==> src/rtl/kamikaze_fetch_pkg.sv <==
// Shared types and helpers for the kamikaze instruction fetch stage.
package kamikaze_fetch_pkg;

   typedef enum logic [1:0] {StIdle, StReq, StWait} bus_state_e;

   typedef struct packed {
      logic [31:0] addr;
      logic [31:0] data;
   } fetch_entry_t;

   // Opcode quadrant 2'b11 marks a full 32-bit instruction; anything else is RVC.
   function automatic logic is_rvc(input logic [15:0] hw);
      return hw[1:0] != 2'b11;
   endfunction

endpackage

==> src/rtl/kamikaze_fetch_fifo.sv <==
// Prefetch buffer of {addr,data} words; exposes the head entry and the low halfword of head+1.
module kamikaze_fetch_fifo
   import kamikaze_fetch_pkg::*;
#(
   parameter int unsigned Depth = 2,
   parameter int unsigned CntW  = $clog2(Depth) + 1
) (
   input  logic            clk_i,
   input  logic            rst_i,
   input  logic            flush_i,
   input  logic            push_i,
   input  fetch_entry_t    push_entry_i,
   input  logic            pop_i,
   output fetch_entry_t    head_o,
   output logic            head_valid_o,
   output logic [15:0]     next_hw_o,
   output logic            next_valid_o,
   output logic [CntW-1:0] count_o
);

   localparam int unsigned PtrW = CntW - 1;

   fetch_entry_t    mem_q [Depth];
   logic [PtrW-1:0] rd_ptr_q;
   logic [PtrW-1:0] wr_ptr_q;
   logic [CntW-1:0] count_q;
   logic            push_ok;
   logic            pop_ok;

   assign pop_ok  = pop_i && (count_q != '0);
   // A full buffer still takes a push when the head leaves in the same cycle.
   assign push_ok = push_i && ((count_q < CntW'(Depth)) || pop_ok);

   always_ff @(posedge clk_i or negedge rst_i) begin
      if (!rst_i) begin
         rd_ptr_q <= '0;
         wr_ptr_q <= '0;
         count_q  <= '0;
      end else if (flush_i) begin
         rd_ptr_q <= '0;
         wr_ptr_q <= '0;
         count_q  <= '0;
      end else begin
         if (push_ok) wr_ptr_q <= wr_ptr_q + PtrW'(1);
         if (pop_ok)  rd_ptr_q <= rd_ptr_q + PtrW'(1);
         count_q <= count_q + CntW'(push_ok) - CntW'(pop_ok);
      end
   end

   always_ff @(posedge clk_i) begin
      if (push_ok) mem_q[wr_ptr_q] <= push_entry_i;
   end

   assign head_o       = mem_q[rd_ptr_q];
   assign next_hw_o    = mem_q[rd_ptr_q + PtrW'(1)].data[15:0];
   assign head_valid_o = count_q != '0;
   assign next_valid_o = count_q > CntW'(1);
   assign count_o      = count_q;

endmodule

==> src/rtl/kamikaze_fetch.sv <==
// Instruction fetch: word bus master, prefetch buffer, RVC realignment and registered decode feed.
module kamikaze_fetch
   import kamikaze_fetch_pkg::*;
#(
   parameter logic [31:0] RESET_PC   = 32'h0000_0000,
   parameter int unsigned FIFO_DEPTH = 2
) (
   input  logic        clk_i,
   input  logic        rst_i,
   input  logic        stall_i,
   input  logic        redirect_i,
   input  logic [31:0] redirect_pc_i,
   output logic        mem_req_o,
   output logic [31:0] mem_addr_o,
   input  logic        mem_gnt_i,
   input  logic        mem_rvalid_i,
   input  logic [31:0] mem_rdata_i,
   output logic [31:0] instr_o,
   output logic        instr_valid_o,
   output logic        is_compressed_instr_o,
   output logic [31:0] pc_o
);

   localparam int unsigned CntW = $clog2(FIFO_DEPTH) + 1;

   bus_state_e      state_q;
   logic            mem_req_q;
   logic [31:0]     fetch_addr_q;
   logic            drop_q;
   logic            off_q;

   fetch_entry_t    push_entry;
   fetch_entry_t    head;
   logic            head_valid;
   logic            next_valid;
   logic [15:0]     next_hw;
   logic [CntW-1:0] fifo_count;
   logic [CntW-1:0] cnt_after;
   logic            push;
   logic            pop;
   logic            room;
   logic            room_after;

   logic            al_valid;
   logic            al_pop;
   logic            al_off;
   logic [31:0]     al_instr;
   logic [31:0]     al_pc;
   logic            take;

   logic            instr_valid_q;
   logic            is_comp_q;
   logic [31:0]     instr_q;
   logic [31:0]     pc_q;
   logic            unused_redirect_pc0;

   assign unused_redirect_pc0 = redirect_pc_i[0];

   // fetch_addr_q already advanced at grant, so the returning word belongs 4 bytes back.
   assign push_entry = '{addr: fetch_addr_q - 32'd4, data: mem_rdata_i};
   assign push       = (state_q == StWait) && mem_rvalid_i && !drop_q && !redirect_i;
   assign cnt_after  = fifo_count + CntW'(push) - CntW'(pop);
   assign room       = fifo_count < CntW'(FIFO_DEPTH);
   assign room_after = cnt_after < CntW'(FIFO_DEPTH);

   kamikaze_fetch_fifo #(
      .Depth (FIFO_DEPTH),
      .CntW  (CntW)
   ) u_fifo (
      .clk_i        (clk_i),
      .rst_i        (rst_i),
      .flush_i      (redirect_i),
      .push_i       (push),
      .push_entry_i (push_entry),
      .pop_i        (pop),
      .head_o       (head),
      .head_valid_o (head_valid),
      .next_hw_o    (next_hw),
      .next_valid_o (next_valid),
      .count_o      (fifo_count)
   );

   always_ff @(posedge clk_i or negedge rst_i) begin
      if (!rst_i) begin
         state_q      <= StIdle;
         mem_req_q    <= 1'b0;
         fetch_addr_q <= {RESET_PC[31:2], 2'b00};
         drop_q       <= 1'b0;
      end else begin
         unique case (state_q)
            StIdle: begin
               if (room) begin
                  state_q   <= StReq;
                  mem_req_q <= 1'b1;
               end
            end
            StReq: begin
               if (mem_gnt_i) begin
                  state_q      <= StWait;
                  mem_req_q    <= 1'b0;
                  fetch_addr_q <= fetch_addr_q + 32'd4;
               end
            end
            StWait: begin
               if (mem_rvalid_i) begin
                  drop_q    <= 1'b0;
                  state_q   <= room_after ? StReq : StIdle;
                  mem_req_q <= room_after;
               end
            end
            default: begin
               state_q   <= StIdle;
               mem_req_q <= 1'b0;
            end
         endcase
         if (redirect_i) begin
            fetch_addr_q <= {redirect_pc_i[31:2], 2'b00};
            // A response still in flight belongs to the old stream and must be discarded.
            drop_q <= ((state_q == StWait) && !mem_rvalid_i) ||
                      ((state_q == StReq) && mem_gnt_i);
            if ((state_q == StWait) && mem_rvalid_i) begin
               state_q   <= StReq;
               mem_req_q <= 1'b1;
            end
         end
      end
   end

   always_comb begin
      al_valid = 1'b0;
      al_pop   = 1'b0;
      al_off   = off_q;
      al_instr = '0;
      al_pc    = head.addr;
      if (head_valid) begin
         if (!off_q) begin
            al_valid = 1'b1;
            if (is_rvc(head.data[15:0])) begin
               al_instr = {16'h0000, head.data[15:0]};
               al_off   = 1'b1;
            end else begin
               al_instr = head.data;
               al_pop   = 1'b1;
            end
         end else begin
            al_pc = head.addr + 32'd2;
            if (is_rvc(head.data[31:16])) begin
               al_valid = 1'b1;
               al_instr = {16'h0000, head.data[31:16]};
               al_pop   = 1'b1;
               al_off   = 1'b0;
            end else if (next_valid) begin
               // Instruction straddles two words; upper half comes from the next entry.
               al_valid = 1'b1;
               al_instr = {next_hw, head.data[31:16]};
               al_pop   = 1'b1;
               al_off   = 1'b1;
            end
         end
      end
   end

   assign take = al_valid && !stall_i && !redirect_i;
   assign pop  = take && al_pop;

   always_ff @(posedge clk_i or negedge rst_i) begin
      if (!rst_i) begin
         off_q         <= RESET_PC[1];
         instr_valid_q <= 1'b0;
         is_comp_q     <= 1'b0;
         instr_q       <= '0;
         pc_q          <= '0;
      end else if (redirect_i) begin
         off_q         <= redirect_pc_i[1];
         instr_valid_q <= 1'b0;
      end else if (!stall_i) begin
         instr_valid_q <= al_valid;
         if (al_valid) begin
            off_q     <= al_off;
            instr_q   <= al_instr;
            pc_q      <= al_pc;
            is_comp_q <= is_rvc(al_instr[15:0]);
         end
      end
   end

   assign mem_req_o             = mem_req_q;
   assign mem_addr_o            = fetch_addr_q;
   assign instr_o               = instr_q;
   assign instr_valid_o         = instr_valid_q;
   assign is_compressed_instr_o = is_comp_q;
   assign pc_o                  = pc_q;

endmodule

==> config.mk <==
export PLATFORM = sky130hd
export DESIGN_NAME = kamikaze_fetch
export DESIGN_NICKNAME = d
export VERILOG_FILES = /design/src/rtl/kamikaze_fetch_pkg.sv /design/src/rtl/kamikaze_fetch_fifo.sv /design/src/rtl/kamikaze_fetch.sv
export SDC_FILE = /design/constraint.sdc
export NUM_CORES = 1
export LEC_CHECK = 0
export ABC_AREA = 1
export CAP_MARGIN = 30
export CORE_MARGIN = 2
export CORE_UTILIZATION = 40
export CTS_CLUSTER_SIZE = 14
export DETAILED_ROUTE_END_ITERATION = 8
export GPL_TIMING_DRIVEN = 0
export PLACE_DENSITY = 0.69
export SKIP_CTS_REPAIR_TIMING = 1
export SYNTH_ARGS = -nofsm -noshare
export SYNTH_HDL_FRONTEND = slang
export SYNTH_HIERARCHICAL = 1
export SYNTH_SLANG_ARGS = --single-unit
==> constraint.sdc <==
create_clock -name clk_i -period 6.5 [get_ports clk_i]
set_clock_uncertainty 0.1 [all_clocks]
set_input_delay 1.625 -clock clk_i [delete_from_list [all_inputs] [get_ports clk_i]]
set_output_delay 1.625 -clock clk_i [all_outputs]
set_load 0.05 [all_outputs]
==> metrics.cfg <==
[clock_network]
cts_sinks = 233
cts.path.max_buffers = 3
cts-root-buf = clkbuf_16
htree_levels = 1
cts_tree = done
insertion_delay_ns = 0.53
clkSlewWorstSetupHoldPaths_ns = 0.06
cts_buffers = 26

[placement]
gp_congestion = 0.918
dpl_cell_area_um2 = 14500
portBuffers = 165
hpwl_um = 26800
pre_cts_ws_ns = 1.25

[outcome]
status = finished clean

[sta]
grt_setup_unrepaired = no
slew_violations = 0
worst_pin_slew_ns = 0.732
setup_tns_ns = 0
setup_viol = 0
fmax_ghz = 0.211
finalHoldViolations = 0
finalWorstSetupSlack_ns = 1.76
finalCriticalPeriod_ns = 4.74
finalCritPeriodShare = 0.730
relSlewSlack = 0.512

[logic_synthesis]
synth_cell_types = 46
synth_flop_cell = edfxtp_1
yosys_warnings = 6
ys_seq_elements = 233
ys_async_sr_fraction = 0.451
yosysTopAreaCell = edfxtp_1
synthDominantCellAreaShare = 0.314
synth_edf_count = 128
synth.avg_cell_area_um2 = 8.47
syn-instance-count = 1445
seq_area_frac_synth = 0.529
synthTopCellsByArea = edfxtp_1, dfrtp_1, nand2_1
netlist_area_um2 = 12200

[global_route]
grt_pass1_wl_um = 54400
gr-total-overflow = 0
grt_antenna_before_repair = 0
grt_max_degree = 60
grt_usage = 0.220
grt_pass1_vias = 10000

[setup_path]
critPathMaxFanout = 31
critPathLaunch = redirect_i
worstSetupEndpoint = u_fifo/mem_q[0][14]$_DFFE_PP_
cp-start-kind = input port
rrSetupSlack_ns = 2.70
r2r_end = u_fifo/mem_q[0][14]$_DFFE_PP_
r2r_cells = 17
crit_required_ns = 6.61
worstSetupEndpointType = flip-flop
arrival_ns = 4.86
path_class = input port to flip-flop
r2r_start = u_fifo/rd_ptr_q$_DFFE_PN0P_

[detailed_routing]
wirelength_um = 35100
drtAntennaViolNets = 0
route.vias.total = 10400
viasPerCell = 5.04
first_pass_iters = 5
drtIter0Drc = 987
detail_route.wl_per_cell_um = 17.0
post-route-drc-count = 0

[die]
coreArea_um2 = 30300
dieWidth_um = 179
initial_core_util = 0.403
die_h_um = 179
die_area_um2 = 32000
ioPinCount = 169
rows = 64

[hold_path]
hold_class = flip-flop to flip-flop

[pwr]
power_density_nw_per_um2 = 342
total_power_w = 0.00525
p_leak_nw = 6.63
ir_drop_mv = 0.192

[final_layout]
multiInputGateArea_um2 = 4830
antenna_cells = 0
mostFrequentLayoutCells = nand2_1, clkdlybuf4s50_1, inv_1, edfxtp_1, nor2_1
nets = 1724
layout_commonest_cell = nand2_1
area_delta_synth_final_pct = 25.5
drive_above_1_share = 0.0918
utilization = 0.506
regArea_um2 = 6470
final_cell_area_um2 = 15300
fill_cells = 2813

[flow_run]
cap_violations = 0

cell usage after synthesis (all sizes together) (8+ instances only):
cell type    n
inv        145
clkbuf      11
nand2      516
o21bai       8
buf         49
xnor2       11
xor2        38
dfrtp      105
nor3        10
nand4       21
o21ai      115
edfxtp     128
nand3       85
nor2       148
o22ai       16
critical path, cell delays in order:
cell and delay, ns:
clkdlybuf4s50_1 0.47, buf_2 0.23, inv_1 0.36, nand2_2 0.19, buf_6 0.18, buf_4 0.19, a21oi_1 0.41, inv_1 0.08
nand2_1 0.09, nand2_1 0.18, nor2_4 0.35, buf_12 0.25, buf_12 0.24
flip-flops by register name (all words and copies together), names as in the netlist, 2 cells and up:
| name | count |
|---|---|
| state_q | 2 |
| u_fifo/mem_q | 128 |
| mem_addr_o | 30 |
| instr_o | 32 |
| pc_o | 32 |
| u_fifo/count_o | 2 |
kinds of logic after synthesis:
family	after synthesis	synth area share
buf+inv	205	0.0789
fa+ha+maj	6	0.00614
xor+xnor	49	0.0351
other cells	1	0.000307
simple gates	786	0.271
mux	1	0.000818
flops	233	0.529
compound gates	164	0.0787
worst min path at each step:
| stage | startpoint | end | slack [ns] | depth (start not counted) |
|---|---|---|---|---|
| 5_1_grt | instr_o[30]$_DFFE_PN0P_ | instr_o[30]$_DFFE_PN0P_ | 0.40 | 2 |
| 3_5_place_dp | instr_o[30]$_DFFE_PN0P_ | instr_o[30]$_DFFE_PN0P_ | 0.37 | 2 |
| 6_report | instr_o[30]$_DFFE_PN0P_ | instr_o[30]$_DFFE_PN0P_ | 0.38 | 2 |
| 4_1_cts | instr_o[30]$_DFFE_PN0P_ | instr_o[30]$_DFFE_PN0P_ | 0.38 | 2 |
| 3_3_place_gp | instr_o[30]$_DFFE_PN0P_ | instr_o[30]$_DFFE_PN0P_ | 0.36 | 2 |
| 2_1_floorplan | u_fifo/wr_ptr_q$_DFFE_PN0P_ | u_fifo/wr_ptr_q$_DFFE_PN0P_ | 0.39 | 2 |
layer usage:
layer / vias up / track usage / part of all wire
met3: 44 / 0.0320 / 0.067
met1: 4912 / 0.309 / 0.45
met4: 0 / 0.0579 / 0.018
met2: 354 / 0.358 / 0.46
li1: 5079 / - / -
met5: - / 0 / 0
layout make-up:
class,count,area share
well taps,396,0.0323
multi-input cells,1012,0.315
flip-flops and latches,233,0.422
clock buffers,38,0.0494
clock inverters,9,0.00473
plain buffers,60,0.0269
inverters,145,0.0359
repair buffers,170,0.114
power by group:
part / internal (W) / switching [W]
Clock: 0.000846 / 0.000582
Sequential: 0.00181 / 0.000182
Combinational: 0.000578 / 0.00125
Total: 0.00324 / 0.00201
through the flow:
| step | std cells | hold WS (ns) |
|---|---|---|
| final | 2063 | 0.379 |
| after global routing | 2063 | 0.404 |
| after CTS | 2063 | 0.382 |
| after detailed placement | 2016 | 0.366 |
| after global placement | 2011 | 0.364 |
| after floorplan | 1450 | 0.393 |
(Power assumes the default switching activity.)
